===== src/rtl/mem_port_arbiter_pkg.sv =====
`default_nettype none
// +-----------------------------------------------------------------------+
// | mem_port_arbiter_pkg : shared encodings for the memory port arbiter   |
// | Rev 1.0                                                               |
// +-----------------------------------------------------------------------+
package mem_port_arbiter_pkg;

  localparam logic OWN_D = 1'b0;
  localparam logic OWN_I = 1'b1;

  localparam logic [1:0] SZ_B = 2'd0;
  localparam logic [1:0] SZ_H = 2'd1;
  localparam logic [1:0] SZ_W = 2'd2;

  typedef enum logic [1:0] {
    IDLE   = 2'd0,
    LOCK_D = 2'd1,
    LOCK_I = 2'd2
  } arb_state_e;

endpackage
`default_nettype wire


===== src/rtl/mem_port_arbiter_if.sv =====
`default_nettype none
// +-----------------------------------------------------------------------+
// | mem_port_arbiter_if : requester D, requester I and shared port bundle |
// | Rev 1.0                                                               |
// +-----------------------------------------------------------------------+
interface mem_port_arbiter_if;

  logic        d_req;
  logic        d_wr;
  logic [1:0]  d_size;
  logic [3:0]  d_wstrb;
  logic [31:0] d_addr;
  logic [31:0] d_wdata;
  logic        d_addr_ok;
  logic        d_data_ok;
  logic [31:0] d_rdata;

  logic        i_req;
  logic [31:0] i_addr;
  logic        i_cancel;
  logic        i_addr_ok;
  logic        i_data_ok;
  logic [31:0] i_rdata;

  logic        bus_req;
  logic        bus_wr;
  logic [1:0]  bus_size;
  logic [3:0]  bus_wstrb;
  logic [31:0] bus_addr;
  logic [31:0] bus_wdata;
  logic        bus_addr_ok;
  logic        bus_data_ok;
  logic [31:0] bus_rdata;

  // slave: the arbiter itself
  modport slave (
    input  d_req, d_wr, d_size, d_wstrb, d_addr, d_wdata,
    output d_addr_ok, d_data_ok, d_rdata,
    input  i_req, i_addr, i_cancel,
    output i_addr_ok, i_data_ok, i_rdata,
    output bus_req, bus_wr, bus_size, bus_wstrb, bus_addr, bus_wdata,
    input  bus_addr_ok, bus_data_ok, bus_rdata
  );

  // master: the requesters plus the shared memory port
  modport master (
    output d_req, d_wr, d_size, d_wstrb, d_addr, d_wdata,
    input  d_addr_ok, d_data_ok, d_rdata,
    output i_req, i_addr, i_cancel,
    input  i_addr_ok, i_data_ok, i_rdata,
    input  bus_req, bus_wr, bus_size, bus_wstrb, bus_addr, bus_wdata,
    output bus_addr_ok, bus_data_ok, bus_rdata
  );

endinterface
`default_nettype wire


===== src/rtl/mem_port_arbiter_owner_tag_fifo.sv =====
`default_nettype none
// +-----------------------------------------------------------------------+
// | owner_tag_fifo : in-order {owner, discard} tags of accepted requests  |
// | Rev 1.0                                                               |
// +-----------------------------------------------------------------------+
module owner_tag_fifo
  import mem_port_arbiter_pkg::*;
#(
  parameter  int DEPTH = 4,
  localparam int PTR_W = $clog2(DEPTH)
) (
  input  logic           clk,
  input  logic           reset,
  input  logic           push_i,
  input  logic           push_owner_i,
  input  logic           push_discard_i,
  input  logic           pop_i,
  input  logic           cancel_all_i_i,
  output logic           head_owner_o,
  output logic           head_discard_o,
  output logic           full_o,
  output logic           empty_o,
  output logic [PTR_W:0] count_o
);

  localparam logic [PTR_W-1:0] PTR_ONE  = PTR_W'(1);
  localparam logic [PTR_W:0]   CNT_ONE  = (PTR_W+1)'(1);
  localparam logic [PTR_W:0]   CNT_FULL = (PTR_W+1)'(DEPTH);

  logic [PTR_W-1:0] wr_ptr_q, wr_ptr_d;
  logic [PTR_W-1:0] rd_ptr_q, rd_ptr_d;
  logic [PTR_W:0]   count_q, count_d;
  logic [DEPTH-1:0] owner_q;
  logic [DEPTH-1:0] disc_q;

  always_comb begin
    wr_ptr_d = wr_ptr_q;
    rd_ptr_d = rd_ptr_q;
    count_d  = count_q;
    if (push_i) wr_ptr_d = wr_ptr_q + PTR_ONE;
    if (pop_i)  rd_ptr_d = rd_ptr_q + PTR_ONE;
    case ({push_i, pop_i})
      2'b10:   count_d = count_q + CNT_ONE;
      2'b01:   count_d = count_q - CNT_ONE;
      default: count_d = count_q;
    endcase
  end

  always_ff @(posedge clk or negedge reset) begin
    if (!reset) begin
      wr_ptr_q <= '0;
      rd_ptr_q <= '0;
      count_q  <= '0;
      owner_q  <= '0;
      disc_q   <= '0;
    end else begin
      wr_ptr_q <= wr_ptr_d;
      rd_ptr_q <= rd_ptr_d;
      count_q  <= count_d;
      // Stale slots may be marked too; a later push overwrites them anyway.
      for (int e = 0; e < DEPTH; e++) begin
        if (push_i && (wr_ptr_q == PTR_W'(e))) begin
          owner_q[e] <= push_owner_i;
          disc_q[e]  <= push_discard_i;
        end else if (cancel_all_i_i && (owner_q[e] == OWN_I)) begin
          disc_q[e]  <= 1'b1;
        end
      end
    end
  end

  assign head_owner_o   = owner_q[rd_ptr_q];
  assign head_discard_o = disc_q[rd_ptr_q] | (cancel_all_i_i & (owner_q[rd_ptr_q] == OWN_I));
  assign full_o         = (count_q == CNT_FULL);
  assign empty_o        = (count_q == '0);
  assign count_o        = count_q;

endmodule
`default_nettype wire


===== src/rtl/mem_port_arbiter.sv =====
`default_nettype none
// +-----------------------------------------------------------------------+
// | mem_port_arbiter : shares one SRAM-like port between MEM (D) and      |
// | fetch (I), with in-order response routing and fetch cancellation.     |
// | Rev 1.0                                                               |
// +-----------------------------------------------------------------------+
module mem_port_arbiter
  import mem_port_arbiter_pkg::*;
#(
  parameter  int MAX_OUTSTANDING = 4,
  localparam int PTR_W           = $clog2(MAX_OUTSTANDING)
) (
  input  logic              clk,
  input  logic              reset,
  mem_port_arbiter_if.slave bus
);

  arb_state_e     state_q, state_d;
  logic           lock_cancel_q, lock_cancel_d;
  logic           proto_err_q;
  logic           gnt_d, gnt_i, hs, pop, can_issue, push_discard;
  logic           head_owner, head_discard, full, empty;
  logic [PTR_W:0] count;

  assign pop       = bus.bus_data_ok & ~empty & reset;
  // A pop in this cycle frees a slot for a push in the same cycle.
  assign can_issue = ~full | pop;

  always_comb begin
    gnt_d = 1'b0;
    gnt_i = 1'b0;
    unique case (state_q)
      IDLE: begin
        if (can_issue) begin
          if (bus.d_req)      gnt_d = 1'b1;
          else if (bus.i_req) gnt_i = 1'b1;
        end
      end
      LOCK_D:  gnt_d = 1'b1;
      LOCK_I:  gnt_i = 1'b1;
      default: ;
    endcase
    if (!reset) begin
      gnt_d = 1'b0;
      gnt_i = 1'b0;
    end
  end

  assign hs = (gnt_d | gnt_i) & bus.bus_addr_ok;

  always_comb begin
    state_d = IDLE;
    if ((gnt_d | gnt_i) && !bus.bus_addr_ok) state_d = gnt_d ? LOCK_D : LOCK_I;
    // A fetch stuck in lock when the flush arrives is accepted later but owed nothing.
    lock_cancel_d = gnt_i & ~bus.bus_addr_ok & (lock_cancel_q | bus.i_cancel);
  end

  always_ff @(posedge clk or negedge reset) begin
    if (!reset) begin
      state_q       <= IDLE;
      lock_cancel_q <= 1'b0;
      proto_err_q   <= 1'b0;
    end else begin
      state_q       <= state_d;
      lock_cancel_q <= lock_cancel_d;
      proto_err_q   <= proto_err_q | (bus.bus_data_ok & (count == '0));
    end
  end

  assign push_discard = gnt_i & (bus.i_cancel | lock_cancel_q);

  assign bus.bus_req   = gnt_d | gnt_i;
  assign bus.bus_wr    = gnt_d & bus.d_wr;
  assign bus.bus_size  = gnt_d ? bus.d_size  : SZ_W;
  assign bus.bus_wstrb = gnt_d ? bus.d_wstrb : 4'b0000;
  assign bus.bus_addr  = gnt_d ? bus.d_addr  : bus.i_addr;
  assign bus.bus_wdata = gnt_d ? bus.d_wdata : 32'h0;

  assign bus.d_addr_ok = gnt_d & bus.bus_addr_ok;
  assign bus.i_addr_ok = gnt_i & bus.bus_addr_ok & ~lock_cancel_q;

  assign bus.d_data_ok = pop & (head_owner == OWN_D);
  assign bus.i_data_ok = pop & (head_owner == OWN_I) & ~head_discard;
  assign bus.d_rdata   = bus.bus_rdata;
  assign bus.i_rdata   = bus.bus_rdata;

  owner_tag_fifo #(
    .DEPTH (MAX_OUTSTANDING)
  ) u_fifo (
    .clk            (clk),
    .reset          (reset),
    .push_i         (hs),
    .push_owner_i   (gnt_d ? OWN_D : OWN_I),
    .push_discard_i (push_discard),
    .pop_i          (pop),
    .cancel_all_i_i (bus.i_cancel),
    .head_owner_o   (head_owner),
    .head_discard_o (head_discard),
    .full_o         (full),
    .empty_o        (empty),
    .count_o        (count)
  );

endmodule
`default_nettype wire


===== src/flat_wrapper.sv =====
// flat-port wrapper written by rule: the top's interface ports become plain ports
module mem_port_arbiter_flat import mem_port_arbiter_pkg::*;
#(
  parameter  int MAX_OUTSTANDING = 4,
  localparam int PTR_W           = $clog2(MAX_OUTSTANDING)
)
  (clk, reset, bus_d_req, bus_d_wr, bus_d_size, bus_d_wstrb, bus_d_addr, bus_d_wdata, bus_d_addr_ok, bus_d_data_ok, bus_d_rdata, bus_i_req, bus_i_addr, bus_i_cancel, bus_i_addr_ok, bus_i_data_ok, bus_i_rdata, bus_bus_req, bus_bus_wr, bus_bus_size, bus_bus_wstrb, bus_bus_addr, bus_bus_wdata, bus_bus_addr_ok, bus_bus_data_ok, bus_bus_rdata);
  mem_port_arbiter_if bus_i ();
  input  logic clk;
  input  logic reset;
  input wire logic [$bits(bus_i.d_req)-1:0] bus_d_req;
  input wire logic [$bits(bus_i.d_wr)-1:0] bus_d_wr;
  input wire logic [$bits(bus_i.d_size)-1:0] bus_d_size;
  input wire logic [$bits(bus_i.d_wstrb)-1:0] bus_d_wstrb;
  input wire logic [$bits(bus_i.d_addr)-1:0] bus_d_addr;
  input wire logic [$bits(bus_i.d_wdata)-1:0] bus_d_wdata;
  output wire logic [$bits(bus_i.d_addr_ok)-1:0] bus_d_addr_ok;
  output wire logic [$bits(bus_i.d_data_ok)-1:0] bus_d_data_ok;
  output wire logic [$bits(bus_i.d_rdata)-1:0] bus_d_rdata;
  input wire logic [$bits(bus_i.i_req)-1:0] bus_i_req;
  input wire logic [$bits(bus_i.i_addr)-1:0] bus_i_addr;
  input wire logic [$bits(bus_i.i_cancel)-1:0] bus_i_cancel;
  output wire logic [$bits(bus_i.i_addr_ok)-1:0] bus_i_addr_ok;
  output wire logic [$bits(bus_i.i_data_ok)-1:0] bus_i_data_ok;
  output wire logic [$bits(bus_i.i_rdata)-1:0] bus_i_rdata;
  output wire logic [$bits(bus_i.bus_req)-1:0] bus_bus_req;
  output wire logic [$bits(bus_i.bus_wr)-1:0] bus_bus_wr;
  output wire logic [$bits(bus_i.bus_size)-1:0] bus_bus_size;
  output wire logic [$bits(bus_i.bus_wstrb)-1:0] bus_bus_wstrb;
  output wire logic [$bits(bus_i.bus_addr)-1:0] bus_bus_addr;
  output wire logic [$bits(bus_i.bus_wdata)-1:0] bus_bus_wdata;
  input wire logic [$bits(bus_i.bus_addr_ok)-1:0] bus_bus_addr_ok;
  input wire logic [$bits(bus_i.bus_data_ok)-1:0] bus_bus_data_ok;
  input wire logic [$bits(bus_i.bus_rdata)-1:0] bus_bus_rdata;
  assign bus_i.d_req = bus_d_req;
  assign bus_i.d_wr = bus_d_wr;
  assign bus_i.d_size = bus_d_size;
  assign bus_i.d_wstrb = bus_d_wstrb;
  assign bus_i.d_addr = bus_d_addr;
  assign bus_i.d_wdata = bus_d_wdata;
  assign bus_d_addr_ok = bus_i.d_addr_ok;
  assign bus_d_data_ok = bus_i.d_data_ok;
  assign bus_d_rdata = bus_i.d_rdata;
  assign bus_i.i_req = bus_i_req;
  assign bus_i.i_addr = bus_i_addr;
  assign bus_i.i_cancel = bus_i_cancel;
  assign bus_i_addr_ok = bus_i.i_addr_ok;
  assign bus_i_data_ok = bus_i.i_data_ok;
  assign bus_i_rdata = bus_i.i_rdata;
  assign bus_bus_req = bus_i.bus_req;
  assign bus_bus_wr = bus_i.bus_wr;
  assign bus_bus_size = bus_i.bus_size;
  assign bus_bus_wstrb = bus_i.bus_wstrb;
  assign bus_bus_addr = bus_i.bus_addr;
  assign bus_bus_wdata = bus_i.bus_wdata;
  assign bus_i.bus_addr_ok = bus_bus_addr_ok;
  assign bus_i.bus_data_ok = bus_bus_data_ok;
  assign bus_i.bus_rdata = bus_bus_rdata;
  mem_port_arbiter #(.MAX_OUTSTANDING(MAX_OUTSTANDING)) u_core (.clk(clk), .reset(reset), .bus(bus_i));
endmodule

===== config.mk =====
export PLATFORM = sky130hd
export DESIGN_NAME = mem_port_arbiter_flat
export DESIGN_NICKNAME = d
export VERILOG_FILES = /design/src/rtl/mem_port_arbiter_pkg.sv /design/src/rtl/mem_port_arbiter_if.sv /design/src/rtl/mem_port_arbiter_owner_tag_fifo.sv /design/src/rtl/mem_port_arbiter.sv /design/src/flat_wrapper.sv
export SDC_FILE = /design/constraint.sdc
export NUM_CORES = 1
export LEC_CHECK = 0
export CAP_MARGIN = 20
export CELL_PAD_IN_SITES_DETAIL_PLACEMENT = 0
export CELL_PAD_IN_SITES_GLOBAL_PLACEMENT = 2
export CORE_MARGIN = 3
export CORE_UTILIZATION = 10
export CTS_CLUSTER_DIAMETER = 200
export DETAILED_ROUTE_END_ITERATION = 16
export PLACE_DENSITY_LB_ADDON = 0.15
export SETUP_SLACK_MARGIN = 0.2
export SLEW_MARGIN = 20
export SYNTH_ARGS = -nofsm -noshare
export SYNTH_HDL_FRONTEND = slang
export SYNTH_SLANG_ARGS = --single-unit

===== constraint.sdc =====
create_clock -name clk -period 2.05 [get_ports clk]
set_input_delay 0.41 -clock clk [delete_from_list [all_inputs] [get_ports clk]]
set_output_delay 0.41 -clock clk [all_outputs]
set_load 0.1 [all_outputs]

==> run metrics <==
run status finished, violations left; failing checks setup timing; Nets 558; HP Class input pin to async pin; First-pass DRT Iterations 4; number of cells produced by synthesis roughly 240; Max-Cap Viols 0; Slew HR 0.7912; critical path required time about 1.6 ns; clk sinks 18; CORE AREA around 21000 sq um; Total GRT Usage 0.08004; Sw Pwr roughly 0.0023 W; Pins Over Slew Limit 0; vias around 2300; crit share post-route 1.239; hpwl dp between 8 and 9 mm; Area contributors post-synth buf_4, dfrtp_1, and2_1, mux2_2, mux2_1; pre-CTS setup slack -0.7864 ns; Critical Path Source u_core.u_fifo.count_o[1]; initial antenna violation count 0; Startpoint Class flop; Max VDD drop about 0.35 mV; launching point of the worst reg2reg path u_core.u_fifo.count_o[1]; Final Routed Wirelength around 10 mm; CTS Buf Count 3; register-to-register path setup slack -0.29 ns; Seq. cell area roughly 450 sq um; Avg Cell Area, Syn between 9 and 10 sq um; initial DRC count between 50 and 60; Reg2Reg Depth 9; Yosys Warn Count 0; commonest cells in the netlist buf_4, and2_1, mux2_2, dfrtp_1, mux2_1; Final Skew 0.009859 ns; setup violators final 78; Crit Path Max Fanout 4; number of synthesized flops with an enable pin 0; Die X about 150 microns; f_max about 390 MHz; transition time of the tightest slew-check pin around 0.31 ns; syn_nets 383; Area Growth Syn to Fin 170.4%; multi-input logic area 1514 sq um; Clk network pwr share 0.084; first-pass GRT wire length between 10 and 15 mm; Routed Antenna Nets 0; num rows 52; Ports 282; Crit Path Class flop to output pin; pwr dens between 800 and 900 nW/um^2; post-synthesis cell type count 31; Worst Setup EP bus_bus_wdata[3]; Hold WS about 0.11 ns; largest net degree at the start of global routing 14; drt wl/cell between 15 and 20 microns; vias in the first global route between 2000 and 2500; fillers between 2000 and 2500; Main synth FF type dfrtp_1; min Tclk post-route about 2.5 ns; CP arrival around 2.1 ns; RD Place Congestion ~0.71; Design Area, Final around 5700 sq um; Worst-Skew Late Latency between 0.2 and 0.3 ns; clock-pin slew on the worst setup and hold paths approximately 0.060 ns; starting density of the core 0.1032; drc violations 0; part of the power in registers 0.131; placed instance area ~5100 sq um; Clock Path Buffers 2; Crit. End Element output pin; Net Sw Frac 0.4707; root buf cell clkbuf_16; Die ar. between 20000 and 25000 sq um; CTS Hold Bufs 0; die height ~150 microns; post-route setup slack -0.4901 ns; cell area after synthesis between 2000 and 2500 sq um; Fin. Hold Viols 0; diodes inserted 0; LEAKAGE around 2.4 nW; flop and latch count out of synthesis 18; Synth async-reset ratio 1.000; CTS H-tree lvls 1; Cell Int Power 0.002600 W; Congestion Overflow GR 0; unrepaired setup endpoints after global routing yes; R2R Path End u_core.u_fifo.count_o[1]; I/O Buffers 185; vias per cell 3.327; Setup TNS Final -32.65 ns; register area share after synthesis 0.2123; fraction of layout cells with a size suffix above 1 0.5795; CTS tree done; top-count cell post-synth buf_4; Gate power share 0.785; Synth area leader buf_4; Yosys top cell area share 0.2300
-- power by group through the flow --
stage               Combinational [W]  Sequential [W]  Clock, W
finish                        0.00386        0.000643  0.000412
global route                  0.00404        0.000669  0.000433
CTS                           0.00374        0.000646  0.000417
detailed placement            0.00341        0.000657         0
global placement              0.00341        0.000652         0
floorplan                     0.00270        0.000640         0
-- worst max-delay path, stage by stage, from the launching register on --
cell	delay, ns
dfrtp_1	0.38
a211o_1	0.30
o21a_4	0.22
buf_4	0.13
o21a_4	0.24
buf_12	0.15
clkbuf_16	0.15
and2_4	0.14
buf_12	0.16
-- metal layers --
layer / vias up / routed length, microns / track usage
met2: 107 / 5408 / 0.1429
li1: 1077 / - / -
met3: 27 / 846 / 0.01904
met1: 1048 / 3810 / 0.09445
met5: - / 0 / 0
met4: 0 / 224 / 0.02516
-- cell type report --
class	instances	share of cell area
clock buffer	4	0.01374
inverter	5	0.003271
multi-input combinational	139	0.2638
sequential	18	0.07894
tap	270	0.05887
timing repair buffer	243	0.5813
-- cells by family (layout without fill, tap and decap cells) --
group / after synthesis / in the layout / share of synthesized area
AND/OR/NAND/NOR: 66 / 66 / 0.1745
buffers and inverters: 78 / 252 / 0.2647
multiplexers: 36 / 36 / 0.2017
XOR/XNOR: 6 / 6 / 0.02476
adder cells (fa/ha/maj): 6 / 6 / 0.03892
flip-flops: 18 / 18 / 0.2123
AO/OA/AOI/OAI: 25 / 25 / 0.08313
-- what timing repair did --
action | CTS | global route
gates resized for setup | 41 | 9
buffers inserted | 15 | 7
setup endpoints to repair | 85 | 81
pin swaps | 11 | 11
cloned | 5 | 3
-- how the worst min path moves through the flow --
| stage | slack [ns] | end | from |
|---|---|---|---|
| 2_1_floorplan | 0.11 | u_core.lock_cancel_q | reset |
| 3_3_place_gp | 0.52 | u_core.u_fifo.disc_q[3] | u_core.u_fifo.disc_q[3] |
| 3_5_place_dp | 0.52 | u_core.u_fifo.rd_ptr_q[1] | u_core.u_fifo.rd_ptr_q[1] |
| 4_1_cts | 0.11 | u_core.u_fifo.wr_ptr_q[1] | reset |
| 5_1_grt | 0.12 | u_core.lock_cancel_q | reset |
| 6_report | 0.11 | u_core.lock_cancel_q | reset |
-- through the flow --
step	util	power, W	std cells
2_1_floorplan	-	0.003344	235
3_3_place_gp	0.2490	0.004061	645
3_5_place_dp	0.2490	0.004072	645
4_1_cts	0.2703	0.004800	669
5_1_grt	0.2791	0.005140	679
6_report	0.2791	0.004912	679
-- flip-flops by register name (all words and copies together) (netlist names) --
register / count
u_core.u_fifo.owner_q: 4
u_core.u_fifo.disc_q: 4
u_core.u_fifo.rd_ptr_q: 2
u_core.state_q: 2
u_core.u_fifo.wr_ptr_q: 2
u_core.lock_cancel_q: 1
u_core.u_fifo.count_o: 3
-- cell usage in the layout (no fill, tap or decap), types with 5 or more instances in the layout --
master / count
dfrtp_1: 16
mux2_4: 33
and2_4: 38
nor2_1: 6
clkbuf_16: 6
inv_1: 5
buf_12: 82
buf_6: 17
buf_16: 5
nand2_1: 7
buf_4: 26
clkdlybuf4s50_1: 105
xnor2_1: 5
Note: power is estimated with default switching activity, not from simulation.
